**config.mk**
```make
export PLATFORM = sky130hd
export DESIGN_NAME = uart_rx
export DESIGN_NICKNAME = d
export VERILOG_FILES = /design/src/rtl/uart_rx.sv
export SDC_FILE = /design/constraint.sdc
export NUM_CORES = 1
export LEC_CHECK = 0
export CAP_MARGIN = 40
export CORE_UTILIZATION = 45
export CTS_CLUSTER_SIZE = 24
export DETAILED_ROUTE_END_ITERATION = 8
export GPL_ROUTABILITY_DRIVEN = 0
export PLACE_DENSITY = 0.68
export RECOVER_POWER = 50
export SLEW_MARGIN = 0
export SYNTH_ARGS = -nofsm -noshare
export SYNTH_HDL_FRONTEND = slang
export SYNTH_SLANG_ARGS = --single-unit
```
**constraint.sdc**
```tcl
create_clock -name clk -period 2.44 [get_ports clk]
set_input_delay 0.244 -clock clk [delete_from_list [all_inputs] [get_ports clk]]
set_output_delay 0.244 -clock clk [all_outputs]
set_load 0.1 [all_outputs]
```
**src/rtl/uart_rx.sv**
```systemverilog
// UART receiver: 16x-oversampled start validation, LSB-first data, optional parity,
// stop check, and a one-entry valid/ready holding register toward the consumer.
module uart_rx #(
  parameter int DATAWIDTH  = 8,
  parameter int OVERSAMPLE = 16,
  parameter int PARITY_EN  = 0,
  parameter int PARITY_ODD = 0
) (
  input  logic                 clk,
  input  logic                 reset_n,
  input  logic                 baud_tick,
  input  logic                 rx,
  input  logic                 rx_ready,
  output logic [DATAWIDTH-1:0] rx_data,
  output logic                 rx_valid,
  output logic                 rx_frame_err,
  output logic                 rx_parity_err,
  output logic                 rx_overrun,
  output logic                 rx_busy,
  output logic [2:0]           o_dbg_state
);

  localparam int TW = $clog2(OVERSAMPLE);
  localparam int BW = $clog2(DATAWIDTH + 1);
  localparam logic [TW-1:0] TICK_MID  = TW'(OVERSAMPLE / 2 - 1);
  localparam logic [TW-1:0] TICK_LAST = TW'(OVERSAMPLE - 1);
  localparam logic [BW-1:0] BIT_LAST  = BW'(DATAWIDTH - 1);
  localparam logic          ODD_SEL   = (PARITY_ODD != 0);
  localparam logic          PAR_SEL   = (PARITY_EN != 0);

  typedef enum logic [2:0] {
    IDLE       = 3'd0,
    START      = 3'd1,
    DATA       = 3'd2,
    PARITY     = 3'd3,
    STOP       = 3'd4,
    BREAK_WAIT = 3'd5
  } state_t;

  state_t                 r_state, w_state_nxt;
  logic                   r_sync1, r_sync2;
  logic [TW-1:0]          r_tick_cnt, w_tick_nxt;
  logic [BW-1:0]          r_bit_cnt, w_bit_nxt;
  logic [DATAWIDTH-1:0]   r_shift, w_shift_nxt;
  logic                   r_perr, w_perr_nxt;
  logic [DATAWIDTH-1:0]   r_data;
  logic                   r_valid, r_ferr, r_perr_out, r_overrun;
  logic                   w_rx_s, w_sample, w_complete, w_ferr;

  assign w_rx_s   = r_sync2;
  assign w_sample = baud_tick && (r_tick_cnt == TICK_LAST);

  always_comb begin
    w_state_nxt = r_state;
    w_tick_nxt  = r_tick_cnt;
    w_bit_nxt   = r_bit_cnt;
    w_shift_nxt = r_shift;
    w_perr_nxt  = r_perr;
    w_complete  = 1'b0;
    w_ferr      = 1'b0;
    case (r_state)
      IDLE: begin
        if (baud_tick && !w_rx_s) begin
          w_state_nxt = START;
          w_tick_nxt  = '0;
          w_perr_nxt  = 1'b0;
        end
      end
      START: begin
        // A start bit that is high again at mid-bit was a glitch.
        if (baud_tick) begin
          if (r_tick_cnt == TICK_MID) begin
            w_tick_nxt = '0;
            w_bit_nxt  = '0;
            w_state_nxt = w_rx_s ? IDLE : DATA;
          end else begin
            w_tick_nxt = r_tick_cnt + TW'(1);
          end
        end
      end
      DATA: begin
        if (w_sample) begin
          w_shift_nxt = {w_rx_s, r_shift[DATAWIDTH-1:1]};
          w_tick_nxt  = '0;
          w_bit_nxt   = r_bit_cnt + BW'(1);
          if (r_bit_cnt == BIT_LAST) w_state_nxt = PAR_SEL ? PARITY : STOP;
        end else if (baud_tick) begin
          w_tick_nxt = r_tick_cnt + TW'(1);
        end
      end
      PARITY: begin
        if (w_sample) begin
          w_perr_nxt  = ((^r_shift) ^ w_rx_s) != ODD_SEL;
          w_tick_nxt  = '0;
          w_state_nxt = STOP;
        end else if (baud_tick) begin
          w_tick_nxt = r_tick_cnt + TW'(1);
        end
      end
      STOP: begin
        // A low stop bit may be a break; wait for the line to go idle.
        if (w_sample) begin
          w_complete  = 1'b1;
          w_ferr      = ~w_rx_s;
          w_tick_nxt  = '0;
          w_state_nxt = w_rx_s ? IDLE : BREAK_WAIT;
        end else if (baud_tick) begin
          w_tick_nxt = r_tick_cnt + TW'(1);
        end
      end
      BREAK_WAIT: begin
        if (baud_tick && w_rx_s) w_state_nxt = IDLE;
      end
      default: w_state_nxt = IDLE;
    endcase
  end

  // Holding register handshake: a word transfers on any clk where rx_valid && rx_ready;
  // rx_data and flags stay stable while rx_valid is high and not accepted.
  always_ff @(posedge clk) begin
    if (!reset_n) begin
      r_sync1    <= 1'b1;
      r_sync2    <= 1'b1;
      r_state    <= IDLE;
      r_tick_cnt <= '0;
      r_bit_cnt  <= '0;
      r_shift    <= '0;
      r_perr     <= 1'b0;
      r_data     <= '0;
      r_valid    <= 1'b0;
      r_ferr     <= 1'b0;
      r_perr_out <= 1'b0;
      r_overrun  <= 1'b0;
    end else begin
      r_sync1    <= rx;
      r_sync2    <= r_sync1;
      r_state    <= w_state_nxt;
      r_tick_cnt <= w_tick_nxt;
      r_bit_cnt  <= w_bit_nxt;
      r_shift    <= w_shift_nxt;
      r_perr     <= w_perr_nxt;
      r_overrun  <= 1'b0;
      if (w_complete) begin
        if (!r_valid || rx_ready) begin
          r_data     <= r_shift;
          r_ferr     <= w_ferr;
          r_perr_out <= PAR_SEL ? r_perr : 1'b0;
          r_valid    <= 1'b1;
        end else begin
          r_overrun  <= 1'b1;
        end
      end else if (r_valid && rx_ready) begin
        r_valid <= 1'b0;
      end
    end
  end

  assign rx_data       = r_data;
  assign rx_valid      = r_valid;
  assign rx_frame_err  = r_ferr;
  assign rx_parity_err = r_perr_out;
  assign rx_overrun    = r_overrun;
  assign rx_busy       = (r_state != IDLE);
  assign o_dbg_state   = r_state;

endmodule

```
==> results.sh, run 1 <==
export IMPL_cts_setup_buffers=0
export IMPL_end_kind="output port"
export IMPL_cts_root_buf="clkbuf_4"
export IMPL_grt_first_pass_wirelength_um=5202
export IMPL_clock_latency_ps=320
export IMPL_crit_required_ps=2200
export IMPL_cts_max_path_buffers=2
export IMPL_floorplan_initialDensity_pct=48.10
export IMPL_path_class="flop to output port"
export IMPL_drt_total_wl_um=2953
export IMPL_holdCritPathClass="flop to flop"
export IMPL_io_pins=21
export IMPL_cts_sinks=32
export IMPL_crit_buf_inv=2
export IMPL_cp_start_kind="flop"
export IMPL_synth_edf_count=0
export IMPL_grt_overflow=0
export IMPL_ys_seq_elements=32
export IMPL_vias=1219
export IMPL_die_h_um=59.60
export IMPL_finalPower_mw=0.8984
export IMPL_whs_path_depth=1
export IMPL_postSynthCellCount=161
export IMPL_final_common_cell="dfxtp_1"
export IMPL_ctsResizeCount=0
export IMPL_p_leak_nw=0.6389
export IMPL_hold_buffers=0
export IMPL_cts_clk_slew_worst_paths_ps=90
export IMPL_final_cell_count_no_fill=227
export IMPL_ys_types=43
export IMPL_drtIter0Drc=72
export IMPL_slew_headroom_pct=21.68
export IMPL_core_sq_um=3103
export IMPL_drc=0
export IMPL_slew_viol_final=0
export IMPL_place_hpwl_um=2097
export IMPL_placed_cells=219
export IMPL_synthArstFlopShare_pct=0
export IMPL_finalCriticalPeriod_ps=1969
export IMPL_status="completed"
export IMPL_setup_violations=0
export IMPL_critical_path_max_stage_delay_ps=880
export IMPL_grtUsageTotal_pct=19.71
export IMPL_cpMaxStageDelayCell="clkbuf_1"
export IMPL_tightest_slew_ps=1180
export IMPL_synthFlopType="dfxtp_1"
export IMPL_drv_cap=0
export IMPL_syn_area_sq_um=1493
export IMPL_grt_max_degree=20
export IMPL_critPathTopFamily="buffers and inverters"
export IMPL_dp_slack_ps=275.5
export IMPL_rr_worst_depth=5
export IMPL_antennaDiodeCount=0
export IMPL_syn_num_nets=168
export IMPL_num_rows=20
export IMPL_syn_avg_cell_area_sq_um=9.271
export IMPL_setup_ws_ps=471.4
export IMPL_antenna_found_initial=0
export IMPL_cp_max_fo=14
export IMPL_ys_seq_area_share_pct=42.92
export IMPL_rsz0062_at_grt="false"
export IMPL_cp_cell_sequence="buf_4 > clkbuf_1"
export IMPL_whs_ps=428.8
export IMPL_cp_num_cells=2
export IMPL_irDropWorstVdd_uv=272.4
export IMPL_cts_tree="done"
export IMPL_hold_viol_final=0
export IMPL_finalClockSkew_ps=4.553
export IMPL_tns_ps=0
export IMPL_antenna_left=0
export IMPL_finalCritPeriodShare_pct=80.68
export IMPL_drt_pass1_iterations=4
export IMPL_viasPerCell=5.370
export IMPL_h_tree_depth=2
export IMPL_area_growth_pct=13.41
export IMPL_timing_fmax_mhz=508.0
export IMPL_layout_common_cells="dfxtp_1 (30), nand2_1 (24), clkbuf_1 (15), mux2i_1 (12), nor2b_1 (11)"
export IMPL_drt_wirelength_per_cell_um=13.01
export IMPL_yosys_warnings=0
export IMPL_cts_buffers=5
export IMPL_grt_pass1_vias=1170
export IMPL_critical_path_arrival_ps=1720
export IMPL_nets=189
export IMPL_port_buffers=19
export IMPL_dieWidth_um=59.60
export IMPL_power_density_nw_per_um2=530.7
export IMPL_drive_above_1_share_pct=12.02
export IMPL_dieArea_sq_um=3552
## report_power, final
part / internal (mW) / switching (mW)
registers: 0.525 / 0.00302
logic: 0.0198 / 0.0360
clock network: 0.137 / 0.177
## cells by family after synthesis
kind of cell,share of synthesized area [%]
AND/OR/NAND/NOR,26.49
flip-flops,42.92
AO/OA/AOI/OAI,15.34
multiplexers,8.047
buffers and inverters,4.107
adder cells (fa/ha/maj),1.676
XOR/XNOR,1.174
other,0.2512
## state kept, by name, indices dropped and copies added (netlist names)
name,flops
rx_overrun,1
rx_valid,1
r_sync2,1
r_shift,8
r_sync1,1
r_bit_cnt,4
rx_frame_err,1
r_tick_cnt,4
rx_data,8
o_dbg_state,3
## worst paths after layout
check	startpoint	end	slack, ps
min reg2reg	r_sync1	r_sync2	430
min	r_sync1	r_sync2	430
max	o_dbg_state[1]	o_dbg_state[1]	470
max reg2reg	o_dbg_state[2]	rx_data[6]	510
## metrics by stage
| stage | util [%] | instance area [sq um] |
|---|---|---|
| 6_report | 54.56 | 1693 |
| 5_1_grt | 54.56 | 1693 |
| 4_1_cts | 56.37 | 1749 |
| 3_5_place_dp | 54.40 | 1688 |
| 3_3_place_gp | 54.40 | 1688 |
| 2_1_floorplan | - | 1496 |
## area by class of cell
type	instances	area [sq um]
clock inverter	2	10.01
clock buffer	6	51.30
sequential	32	643.1
timing repair buffer	24	133.9
inverter	2	7.507
fill	320	1410
multi-input combinational	117	792.0
tap	44	55.05
## metal layers
layer,global-route usage [%],vias up,part of all wire (%)
met5,0,-,0
met4,8.638,0,0.85
met3,6.114,4,5.7
met2,30.02,37,45
met1,25.57,565,48
li1,-,613,-
## cells in the mapped netlist, types with 2 or more instances
master	number	area, sq um
clkbuf_1	6	22.52
or3_1	2	12.51
mux2i_1	12	120.1
nor3_1	2	10.01
buf_4	2	15.01
nand2_1	24	90.09
nor3b_1	2	15.01
inv_1	2	7.510
nor2b_1	11	68.82
or4b_1	2	20.02
ha_1	2	25.02
and3_1	4	25.02
xor2_1	2	17.52
a21boi_0	9	67.56
nand2b_1	3	18.77
nand3_1	3	15.01
o21a_1	3	22.52
nand3b_1	3	22.52
nor2_1	5	18.77
dfxtp_1	32	640.6
o21ai_0	4	20.02
nand4_1	4	25.02
a211oi_1	2	15.01
Power figures use the tool's default switching activity.
==> run 2: changes to the inputs <==
--- a/config.mk
+++ b/config.mk
@@ -10,7 +10,7 @@
 export CTS_CLUSTER_SIZE = 24
 export DETAILED_ROUTE_END_ITERATION = 8
 export GPL_ROUTABILITY_DRIVEN = 0
-export PLACE_DENSITY = 0.68
+export PLACE_DENSITY = 0.7
 export RECOVER_POWER = 50
 export SLEW_MARGIN = 0
 export SYNTH_ARGS = -nofsm -noshare
==> constraint.sdc (replaced) <==
create_clock -name clk -period 1.8 [get_ports clk]
set_input_delay 0.18 -clock clk [delete_from_list [all_inputs] [get_ports clk]]
set_output_delay 0.18 -clock clk [all_outputs]
set_load 0.1 [all_outputs]
==> results.sh, run 2 (same netlist as run 1, synthesis figures left out) <==
export IMPL_status="completed"
export IMPL_path_class="flop to flop"
export IMPL_rsz0062_at_grt="false"
export IMPL_drt_pass1_iterations=4
export IMPL_cts_root_buf="clkbuf_4"
export IMPL_crit_buf_inv=1
export IMPL_cp_max_fo=9
export IMPL_fin_util_pct=58.59
export IMPL_dieWidth_um=59.60
export IMPL_antenna_left=0
export IMPL_drc=0
export IMPL_crit_required_ps=2030
export IMPL_drt_wirelength_per_cell_um=12.71
export IMPL_vias=1257
export IMPL_dieArea_sq_um=3552
export IMPL_slew_headroom_pct=61.65
export IMPL_power_density_nw_per_um2=674.9
export IMPL_critPathTopFamily="simple AND/OR/NAND/NOR gates"
export IMPL_core_sq_um=3103
export IMPL_grt_overflow=0
export IMPL_irDropWorstVdd_uv=474.2
export IMPL_floorplan_initialDensity_pct=48.10
export IMPL_die_h_um=59.60
export IMPL_grt_max_degree=17
export IMPL_cts_max_path_buffers=2
export IMPL_io_pins=21
export IMPL_drive_above_1_share_pct=25.91
export IMPL_cts_setup_buffers=0
export IMPL_num_rows=20
export IMPL_final_common_cell="dfxtp_1"
export IMPL_drtIter0Drc=13
export IMPL_tightest_slew_ps=575.3
export IMPL_area_growth_pct=21.79
export IMPL_grt_first_pass_wirelength_um=5092
export IMPL_finalCriticalPeriod_ps=1699
export IMPL_drv_cap=0
export IMPL_critical_path_max_stage_delay_ps=420
export IMPL_grt_pass1_vias=1159
export IMPL_setup_violations=0
export IMPL_p_leak_nw=0.7317
export IMPL_cts_clk_slew_worst_paths_ps=100
export IMPL_whs_ps=408.9
export IMPL_cp_cell_sequence="or3b_4 > or3_4 > buf_4 > mux2i_1 > nor2b_1"
export IMPL_critical_path_arrival_ps=1930
export IMPL_antenna_found_initial=0
export IMPL_hold_viol_final=0
export IMPL_timing_fmax_mhz=588.7
export IMPL_cp_start_kind="flop"
export IMPL_finalClockSkew_ps=6.201
export IMPL_fill_cells=298
export IMPL_end_kind="flop"
export IMPL_finalCritPeriodShare_pct=94.38
export IMPL_port_buffers=19
export IMPL_cts_buffers=5
export IMPL_slew_viol_final=0
export IMPL_antennaDiodeCount=0
export IMPL_clock_latency_ps=330
export IMPL_drt_total_wl_um=3012
export IMPL_nets=199
export IMPL_cpMaxStageDelayCell="or3b_4"
export IMPL_h_tree_depth=2
export IMPL_grtUsageTotal_pct=19.73
export IMPL_place_hpwl_um=2161
export IMPL_cts_sinks=32
export IMPL_viasPerCell=5.304
export IMPL_holdCritPathClass="primary input to flop"
export IMPL_layout_common_cells="dfxtp_1 (27), nand2_1 (24), buf_4 (14), clkbuf_2 (14), mux2i_1 (12)"
export IMPL_cts_tree="done"
## run 2: through the flow
stage	area, sq um	TNS [ps]	std cells	total power, mW	setup WS [ps]
floorplan	1513	-932.5	161	0.7870	-193.5
global placement	1788	-368.1	229	0.8119	-86.55
detailed placement	1788	-994.9	229	0.8132	-142.8
CTS	1852	0	237	1.249	34.07
global route	1818	0	237	1.279	1.469
finish	1818	0	237	1.227	101.2
## run 2: repair_timing
action | in CTS | in global routing
cloned | 0 | 0
pin swaps | 0 | 0
hold buffers | 0 | 0
setup endpoints to repair | 1 | 11
gates resized for setup | 1 | 4
## run 2: final cells by class
| cell class | count | area (sq um) | share of cell area, % |
|---|---|---|---|
| repair buffers | 34 | 226.5 | 12.46 |
| clock buffers | 7 | 55.05 | 3.028 |
| multi-input cells | 117 | 813.3 | 44.74 |
| clock inverters | 1 | 6.256 | 0.3441 |
| inverters | 2 | 7.507 | 0.4129 |
| flip-flops and latches | 32 | 654.4 | 35.99 |
| well taps | 44 | 55.05 | 3.028 |
## run 2: power breakdown
| group | internal, mW | switching, mW |
|---|---|---|
| clock | 0.192 | 0.241 |
| sequential | 0.708 | 0.00629 |
| combinational | 0.0306 | 0.0484 |
| total | 0.931 | 0.296 |
## run 2: worst paths after layout
check / startpoint / cells after the start / slack [ps] / end
worst max register to register: o_dbg_state[1] / 5 / 100 / rx_data[0]
worst min register to register: r_sync1 / 1 / 420 / r_sync2
worst max-delay path: o_dbg_state[1] / 5 / 100 / rx_data[0]
worst min-delay path: rx / 2 / 410 / r_sync1
## run 2: metal layers
metal,vias up,track usage [%],part of all wire [%]
li1,633,-,-
met1,590,23.82,47
met2,25,32.74,47
met3,9,5.895,3.9
met4,0,7.973,2.4
met5,-,0,0
